--- src/rtl/wb_queue.sv ---
// Writeback queue in front of the 8x8 register file: in-order FIFO of (addr, data)
// results drained one per cycle into a registered write port, with newest-value forwarding.
module wb_queue #(
    parameter int DEPTH = 4,
    parameter int CW    = 3
) (
    input  logic          clk,
    input  logic          rstn,
    input  logic          in_valid,
    output logic          in_ready,
    input  logic [2:0]    in_wa,
    input  logic [7:0]    in_wd,
    input  logic          hold,
    output logic          we,
    output logic [2:0]    wa,
    output logic [7:0]    wd,
    input  logic [2:0]    ra1,
    input  logic [2:0]    ra2,
    output logic          fwd1_hit,
    output logic          fwd2_hit,
    output logic [7:0]    fwd1_data,
    output logic [7:0]    fwd2_data,
    output logic [CW-1:0] count,
    output logic          empty
);

    localparam int PW = (DEPTH > 1) ? $clog2(DEPTH) : 1;

    logic [2:0]    q_wa_q [DEPTH];
    logic [2:0]    q_wa_d [DEPTH];
    logic [7:0]    q_wd_q [DEPTH];
    logic [7:0]    q_wd_d [DEPTH];
    logic [PW-1:0] head_q, head_d;
    logic [PW-1:0] tail_q, tail_d;
    logic [CW-1:0] count_q, count_d;
    logic          we_q, we_d;
    logic [2:0]    wa_q, wa_d;
    logic [7:0]    wd_q, wd_d;

    logic          push;
    logic          pop;

    // Handshake: a transfer happens on a rising edge where in_valid && in_ready.
    // in_ready looks only at the stored count, so a full queue stalls even while draining.
    assign in_ready = (count_q < CW'(DEPTH));
    assign push     = in_valid && in_ready && (in_wa != 3'd0);
    assign pop      = (count_q != '0) && !hold;

    always_comb begin
        q_wa_d  = q_wa_q;
        q_wd_d  = q_wd_q;
        head_d  = head_q;
        tail_d  = tail_q;
        count_d = count_q;
        we_d    = pop;
        wa_d    = wa_q;
        wd_d    = wd_q;
        if (push) begin
            q_wa_d[tail_q] = in_wa;
            q_wd_d[tail_q] = in_wd;
            tail_d         = tail_q + PW'(1);
        end
        if (pop) begin
            wa_d   = q_wa_q[head_q];
            wd_d   = q_wd_q[head_q];
            head_d = head_q + PW'(1);
        end
        case ({push, pop})
            2'b10:   count_d = count_q + CW'(1);
            2'b01:   count_d = count_q - CW'(1);
            default: count_d = count_q;
        endcase
    end

    always_ff @(posedge clk or negedge rstn) begin
        if (!rstn) begin
            for (int i = 0; i < DEPTH; i++) begin
                q_wa_q[i] <= 3'd0;
                q_wd_q[i] <= 8'd0;
            end
            head_q  <= '0;
            tail_q  <= '0;
            count_q <= '0;
            we_q    <= 1'b0;
            wa_q    <= 3'd0;
            wd_q    <= 8'd0;
        end else begin
            q_wa_q  <= q_wa_d;
            q_wd_q  <= q_wd_d;
            head_q  <= head_d;
            tail_q  <= tail_d;
            count_q <= count_d;
            we_q    <= we_d;
            wa_q    <= wa_d;
            wd_q    <= wd_d;
        end
    end

    logic [2:0]    look_ra   [2];
    logic          look_hit  [2];
    logic [7:0]    look_data [2];
    logic [PW-1:0] idx;

    assign look_ra[0] = ra1;
    assign look_ra[1] = ra2;

    // Scan oldest to newest so the newest matching entry overrides; write register is lowest.
    always_comb begin
        idx = '0;
        for (int p = 0; p < 2; p++) begin
            look_hit[p]  = 1'b0;
            look_data[p] = 8'd0;
            if (look_ra[p] != 3'd0) begin
                if (we_q && (wa_q == look_ra[p])) begin
                    look_hit[p]  = 1'b1;
                    look_data[p] = wd_q;
                end
                for (int i = 0; i < DEPTH; i++) begin
                    idx = head_q + PW'(i);
                    if ((CW'(i) < count_q) && (q_wa_q[idx] == look_ra[p])) begin
                        look_hit[p]  = 1'b1;
                        look_data[p] = q_wd_q[idx];
                    end
                end
            end
        end
    end

    assign fwd1_hit  = look_hit[0];
    assign fwd1_data = look_data[0];
    assign fwd2_hit  = look_hit[1];
    assign fwd2_data = look_data[1];

    assign we    = we_q;
    assign wa    = wa_q;
    assign wd    = wd_q;
    assign count = count_q;
    assign empty = (count_q == '0);

endmodule

--- config.mk ---
export PLATFORM = sky130hd
export DESIGN_NAME = wb_queue
export DESIGN_NICKNAME = d
export VERILOG_FILES = /design/src/rtl/wb_queue.sv
export SDC_FILE = /design/constraint.sdc
export NUM_CORES = 1
export LEC_CHECK = 0
export ABC_AREA = 1
export ABC_CLOCK_PERIOD_IN_PS = 3890
export CAP_MARGIN = 10
export CORE_MARGIN = 10
export CORE_UTILIZATION = 40
export CTS_CLUSTER_DIAMETER = 100
export CTS_CLUSTER_SIZE = 28
export DETAILED_ROUTE_END_ITERATION = 6
export MAX_ROUTING_LAYER = met4
export PLACE_DENSITY = 0.63
export SETUP_SLACK_MARGIN = 0.1
export SLEW_MARGIN = 15
export SYNTH_ARGS = -nofsm -noshare
export SYNTH_HDL_FRONTEND = slang
export SYNTH_SLANG_ARGS = --single-unit
--- constraint.sdc ---
create_clock -name clk -period 3.89 [get_ports clk]
set_input_delay 0.389 -clock clk [delete_from_list [all_inputs] [get_ports clk]]
set_output_delay 0.389 -clock clk [all_outputs]
set_load 0.05 [all_outputs]
==> key figures, run 1 <==
Synthesis
  – Yosys cell types: 38
  – Syn_nets: between 800 and 900
  – YS warnings: 0
  – Register bit total from synthesis: 63
  – Synthesized instance count: 799
  – Post-synth EDFFs: 0
  – Ranking of synthesized cells by area: dfrtp_1 (30%), nand2_1 (17%), nand3_1 (11%)
  – Synth top area share: 29.8%
  – Netlist Area Pre-Place: roughly 5300 um^2
  – Primary FF master, synth: dfrtp_1
  – Seq/Total Area, Yosys: 29.8%
  – Synthesized area per cell: about 6.6 um^2
  – Asr flop ratio synth: 100%
  – Largest area contributor in the netlist: dfrtp_1

Clocking
  – CTS tree: yes
  – Clk slew on worst S/H paths: 0.06 ns
  – Clk Latency, worst-skew pair: 0.32 ns
  – Clock sink count: 63
  – Root Buffer: clkbuf_16
  – Max clock buf depth: 2
  – Num CTS Buffers: 9
  – CTS H-tree depth: 3

Worst setup path
  – Worst r2r path cells: 4
  – Worst setup path category: register to output port
  – Worst path most repeated cell: nand3_1
  – Critical Path AT: 2.92 ns
  – CP max stage cell: dfrtp_2
  – CP endpoint kind: output port
  – Critical-path cell list: buf_4 -> nand2_1 -> nand3_1 -> nand3_1 -> a21oi_2 -> nand2_2 -> a31oi_1 -> buf_12
  – Worst-path fanout max: 58
  – CP startpoint kind: register
  – Max stage delay on crit path: 0.51 ns
  – Worst path required time: about 3.5 ns

Flow run
  – Maxcap violations: 0

STA
  – Slew Limit Fails: 0
  – Final Hold Violating Endpoints: 0
  – RSZ-0062 raised after global routing: false
  – Final Critical Period: 3.31 ns
  – Fin crit share: a little under nine tenths
  – Final number of setup-violating endpoints: 0
  – Slew headroom: between 40% and 50%
  – Total negative setup slack: 0 ns
  – Tightest Pin Transition: between 0.8 and 0.9 ns
  – Layout Skew: 0.00581 ns
  – Fmax: 302 MHz

Floorplanning
  – Initial Util: 41.4%
  – Die height: 135 um
  – Num rows: around 40
  – Core area: about 13000 um^2
  – Die area: 18200 um^2
  – Die W: 135 um
  – I/O Pins: 56

Layout
  – Nets: 872
  – ANT cells: 0
  – Area Growth Syn to Fin: 20.8%
  – Layout cell share with drive strength beyond 1: between 10% and 20%
  – FILL cells: 1301

Global route
  – Number of global-route vias before repair: 4830
  – Total gr overflow: 0
  – Initial antenna violation count: 0
  – Global-route usage over all layers: 16.8%
  – Global-route wire length before repair: 24.8 mm
  – Largest net degree at the start of global routing: 59

Route
  – Vias: 5138
  – Number of routed nets with antenna violations: 0
  – Vias per cell: roughly 5.0
  – DR iter-0 viols: 523
  – WL per Instance: 14.4 um
  – Final wirelength: 14.6 mm
  – Router iterations before antenna repair: 5
  – Drt drc: 0

Placed design
  – Port bufs: between 50 and 60
  – Dpl hpwl: 11.4 mm
  – GPL Wtd Cong: roughly 0.95

Run status
  – Status: finished clean

Worst hold path
  – Worst hold path class: primary input to asynchronous set/reset pin
==> critical path, delay by kind of cell, from the launching register on <==
family                 cells  cell delay [ns]
DFF                        1             0.51
buffers and inverters      2             0.64
AOI/OAI and AO/OA          2             0.78
and+or+nand+nor            4             0.64
==> cell usage after synthesis, types with 2 or more instances <==
master and instances:
xnor2_1 2, ha_1 9, o21ai_1 9, a21oi_2 18
dfrtp_1 63, nand4_1 2, inv_1 91, o21ai_0 105
nand2_1 242, inv_4 2, nor2_4 8, nand3_2 4
nand3_1 114, nor2_2 4, nand3b_1 2, a21oi_4 2
clkbuf_1 13, nand2_4 6, nand2_2 13, buf_2 10
inv_2 4, o21ai_2 3, xor2_1 6, mux2_2 16
buf_1 2, buf_6 4, nor2_1 34
==> flip-flops by register name, indices dropped and copies added, names as in the netlist <==
| signal | flops |
|---|---|
| q_wd_q | 32 |
| q_wa_q | 12 |
| wd | 8 |
| count | 3 |
| wa | 3 |
| head_q | 2 |
| tail_q | 2 |
| we | 1 |
==> final timing paths <==
| check | startpoint | end | slack [ns] |
|---|---|---|---|
| max in group asynchronous | rstn | q_wd_q[24] | 2.86 |
| max | head_q[0] | fwd1_hit | 0.58 |
| min | rstn | tail_q[0] | 0.17 |
| max reg2reg | count[2] | q_wa_q[10] | 1.81 |
| min in group clk | q_wd_q[15] | q_wd_q[15] | 0.54 |
| min reg2reg | q_wd_q[15] | q_wd_q[15] | 0.54 |
==> area by class of cell <==
class / instances / area [um^2] / area share, %
inverter: 97 / 369 / 5.78
timing repair buffer: 62 / 766 / 12.0
clock buffer: 9 / 225 / 3.53
sequential: 63 / 1580 / 24.7
multi-input combinational: 609 / 3170 / 49.7
tap: 172 / 215 / 3.37
clock inverter: 7 / 55.1 / 0.862
==> logic make-up after synthesis <==
family                     count (synthesis)  share of synthesized area, %
and+or+nand+nor                          432                          37.0
adders and majority gates                  9                          2.13
muxes                                     16                          3.41
DFF                                       63                          29.8
AOI/OAI and AO/OA                        144                          16.2
buffers and inverters                    127                          10.1
xor gates and xnor gates                   8                          1.33
==> through the flow <==
step / hold slack (ns) / cell area (um^2) / util (%) / worst slack (ns) / std cells
after floorplan: 0.0934 / 5290 / - / 0.743 / 799
after global placement: 0.512 / 6100 / 47.8 / 0.745 / 1003
after detailed placement: 0.526 / 6100 / 47.8 / 0.776 / 1003
after CTS: 0.216 / 6380 / 50.0 / 0.424 / 1019
after global routing: 0.243 / 6380 / 50.0 / 0.269 / 1019
final: 0.175 / 6380 / 50.0 / 0.583 / 1019
==> layer usage <==
metal / part of all wire [%] / vias to the layer above / global-route usage, %
li1: - / 2666 / -
met1: 50 / 2303 / 23.8
met2: 43 / 159 / 24.5
met3: 5.8 / 10 / 2.45
met4: 1.0 / 0 / 4.43
met5: 0 / - / -
==> what timing repair did <==
action                                  CTS  global route
endpoints found under the setup margin    0             1
hold buffers                              0             0
endpoints found under the hold margin     0             0
resized for setup                         0             1
setup buffers                             0             0
==> layout by cell type (no fill, tap or decap), types with 3 or more instances in the layout <==
cell and n:
nor2_1 34, dfrtp_1 61, nor2_4 8, buf_4 8
a21oi_2 18, nand2_4 6, nand3_1 114, xor2_1 6
mux2_2 16, nand2_2 13, ha_1 9, o21ai_1 9
nor2_2 4, buf_12 17, inv_1 91, clkbuf_16 9
inv_6 3, o21ai_0 105, nand2_1 242, nand3_2 4
inv_2 4, clkdlybuf4s50_1 36, o21ai_2 3
Power of run 1 is not shown: default switching activity piles up to over one toggle a cycle in this logic, so the estimate is an artifact.
==> inputs of run 2 (changes only) <==
Settings changed: SETUP_SLACK_MARGIN 0.1 to 0.2, SKIP_CTS_REPAIR_TIMING set to 1.
==> results of run 2 <==
No change in the layout: final DEF, timing and power equal those of run 1.
Power of run 2 is left out for the same reason.
==> inputs of run 3 (changes only) <==
Settings changed: CORE_UTILIZATION 40 to 43, PLACE_DENSITY 0.63 to 0.66.
==> run 3 against run 2 <==
  * Design area fell by 1.5%
  * Sequential share of layout area rose by 0.36 points
  * Via count rose by 3.2%
  * Highest routed layer unchanged
  * Utilization rose by 2.4 points
  * Clock skew rose by 0.0065 ns
  * Cell count fell by 2.6%
==> key figures, run 3 (synthesis gave the netlist of run 1 again) <==
Route
  – WL per Instance: 16.1 um (+12%)
  – Number of routed nets with antenna violations: 0 (unchanged)
  – Drt drc: 0 (unchanged)
  – Final wirelength: 16.0 mm (+9.6%)
  – DR iter-0 viols: 560 (+7.1%)
  – Router iterations before antenna repair: 5 (unchanged)
  – Vias: 5302 (+3.2%)
  – Vias per cell: 5.34 (+5.9%)

Global route
  – Largest net degree at the start of global routing: 75 (+27%)
  – Most used routing layer: met2
  – Initial antenna violation count: 0 (unchanged)
  – GR Util met2: 29.0% (+4.5 points)
  – Met1 Track Usage GR: 27.2% (+3.4 points)
  – Total gr overflow: 0 (unchanged)
  – Global-route wire length before repair: 25.6 mm (+3.5%)
  – Global-route usage over all layers: 19.6% (+2.8 points)
  – Number of global-route vias before repair: 4841 (+0.23%)
  – M3 GR Usage: 3.34% (+0.90 points)

STA
  – Fin crit share: 86.4% (+1.4 points)
  – Slew headroom: 48.1% (+5.8 points)
  – Layout Skew: 0.0123 ns (+0.00647 ns)
  – Final Hold Violating Endpoints: 0 (unchanged)
  – Fmax: 298 MHz (-1.6%)
  – Final Critical Period: 3.36 ns (+0.0525 ns)
  – Tightest Pin Transition: 0.777 ns (-0.0878 ns)
  – RSZ-0062 raised after global routing: false
  – Final number of setup-violating endpoints: 0 (unchanged)
  – Slew Limit Fails: 0 (unchanged)
  – Fin worst setup slack: 0.530 ns (-0.0525 ns)
  – Total negative setup slack: 0 ns (unchanged)

Layout
  – Layout cell share with drive strength beyond 1: 14.4% (-0.34 points)
  – Most frequent cells in the layout: nand2_1 (242), nand3_1 (114), o21ai_0 (105)
  – Commonest non-fill, non-tap cell in the layout: nand2_1
  – ANT cells: 0 (unchanged)
  – Max reg flops: 32 (unchanged)
  – Area Growth Syn to Fin: 18.9%
  – Nets: 871 (-0.11%)
  – Most flops, register: q_wd_q
  – FILL cells: 1209 (-7.1%)

Flow run
  – Maxcap violations: 0 (unchanged)

Clocking
  – Max clock buf depth: 2 (unchanged)
  – Root Buffer: clkbuf_16
  – CTS H-tree depth: 3 (unchanged)
  – Clock sink count: 63 (unchanged)
  – Num CTS Buffers: 9 (unchanged)
  – Clk Latency, worst-skew pair: 0.35 ns (+0.03 ns)
  – Clk slew on worst S/H paths: 0.07 ns (about the same)
  – CTS tree: yes

Floorplanning
  – Die area: 17100 um^2 (-6.0%)
  – Die height: 131 um (-3.0%)
  – Num rows: 40 (-2.4%)
  – Initial Util: 44.0% (+2.6 points)
  – Die W: 131 um (-3.0%)
  – Core area: 12000 um^2 (-6.0%)
  – I/O Pins: 56 (unchanged)

Worst setup path
  – Worst-path fanout max: 35 (-40%)
  – CP max stage cell: dfrtp_1
  – Critical-path cell list: buf_4 -> nand2_1 -> nand2_4 -> nand2_1 -> and2_1 -> nor2_1 -> nor2_4 -> nand2_4 -> nand3_1 -> nand2_1 -> nand2_1 -> a21oi_2 -> buf_12
  – CP endpoint kind: output port
  – Critical Path AT: 2.97 ns (+0.05 ns)
  – Max stage delay on crit path: 0.57 ns (+0.06 ns)
  – Worst setup path category: register to output port
  – CP startpoint kind: register
  – Worst path required time: 3.50 ns (about the same)
  – Worst path most repeated cell: nand2_1

Placed design
  – Port bufs: 55 (unchanged)
  – Dpl hpwl: 12.6 mm (+11%)
  – Setup WS pre-CTS: 0.758 ns (-0.0179 ns)
  – GPL Wtd Cong: 0.905 (-4.8%)

Worst hold path
  – Worst hold path class: primary input to asynchronous set/reset pin

Run status
  – Status: finished clean
==> run 3: routing by layer <==
metal | up-vias | share of wire (%)
met5 | - | 0
met4 | 0 | 1.4
met3 | 16 | 6.7
met2 | 175 | 44
met1 | 2445 | 48
li1 | 2666 | -
==> run 3: path summary, 6_finish.rpt <==
kind,startpoint,to,slack (ns),cells after the start
setup / recovery,head_q[1],fwd2_data[6],0.53,13
hold / removal,rstn,q_wa_q[9],0.1,1
setup reg to reg,count[2],q_wa_q[11],1.80,4
hold reg to reg,q_wd_q[22],q_wd_q[22],0.52,1
max in group asynchronous,rstn,q_wd_q[31],2.87,2
min in group clk,q_wd_q[22],q_wd_q[22],0.52,1
==> run 3: layout make-up <==
type                            count  area (um^2)  share of cell area [%]
Clock buffer                       11          243                    3.86
Clock inverter                      5         33.8                   0.537
Inverter                           97          369                    5.87
Multi-Input combinational cell    609         3180                    50.6
Sequential cell                    63         1580                    25.1
Tap cell                          147          184                    2.93
Timing Repair Buffer               61          699                    11.1
==> run 3: critical path, delay by kind of cell, from the launching register on <==
kind            cells  cell delay [ns]
buf+inv             2             0.44
flops               1             0.57
simple gates       10             1.36
compound gates      1             0.24
==> run 3: per-stage QoR <==
step                      std cells  util (%)  hold slack, ns  area [um^2]
after floorplan                 799         -          0.0934         5290
after global placement          977      50.0           0.475         6000
after detailed placement        977      50.0           0.488         6000
after CTS                       993      52.3           0.119         6280
after global routing            993      52.3           0.143         6290
final                           993      52.3          0.0963         6290
Power of run 3 is left out for the same reason.
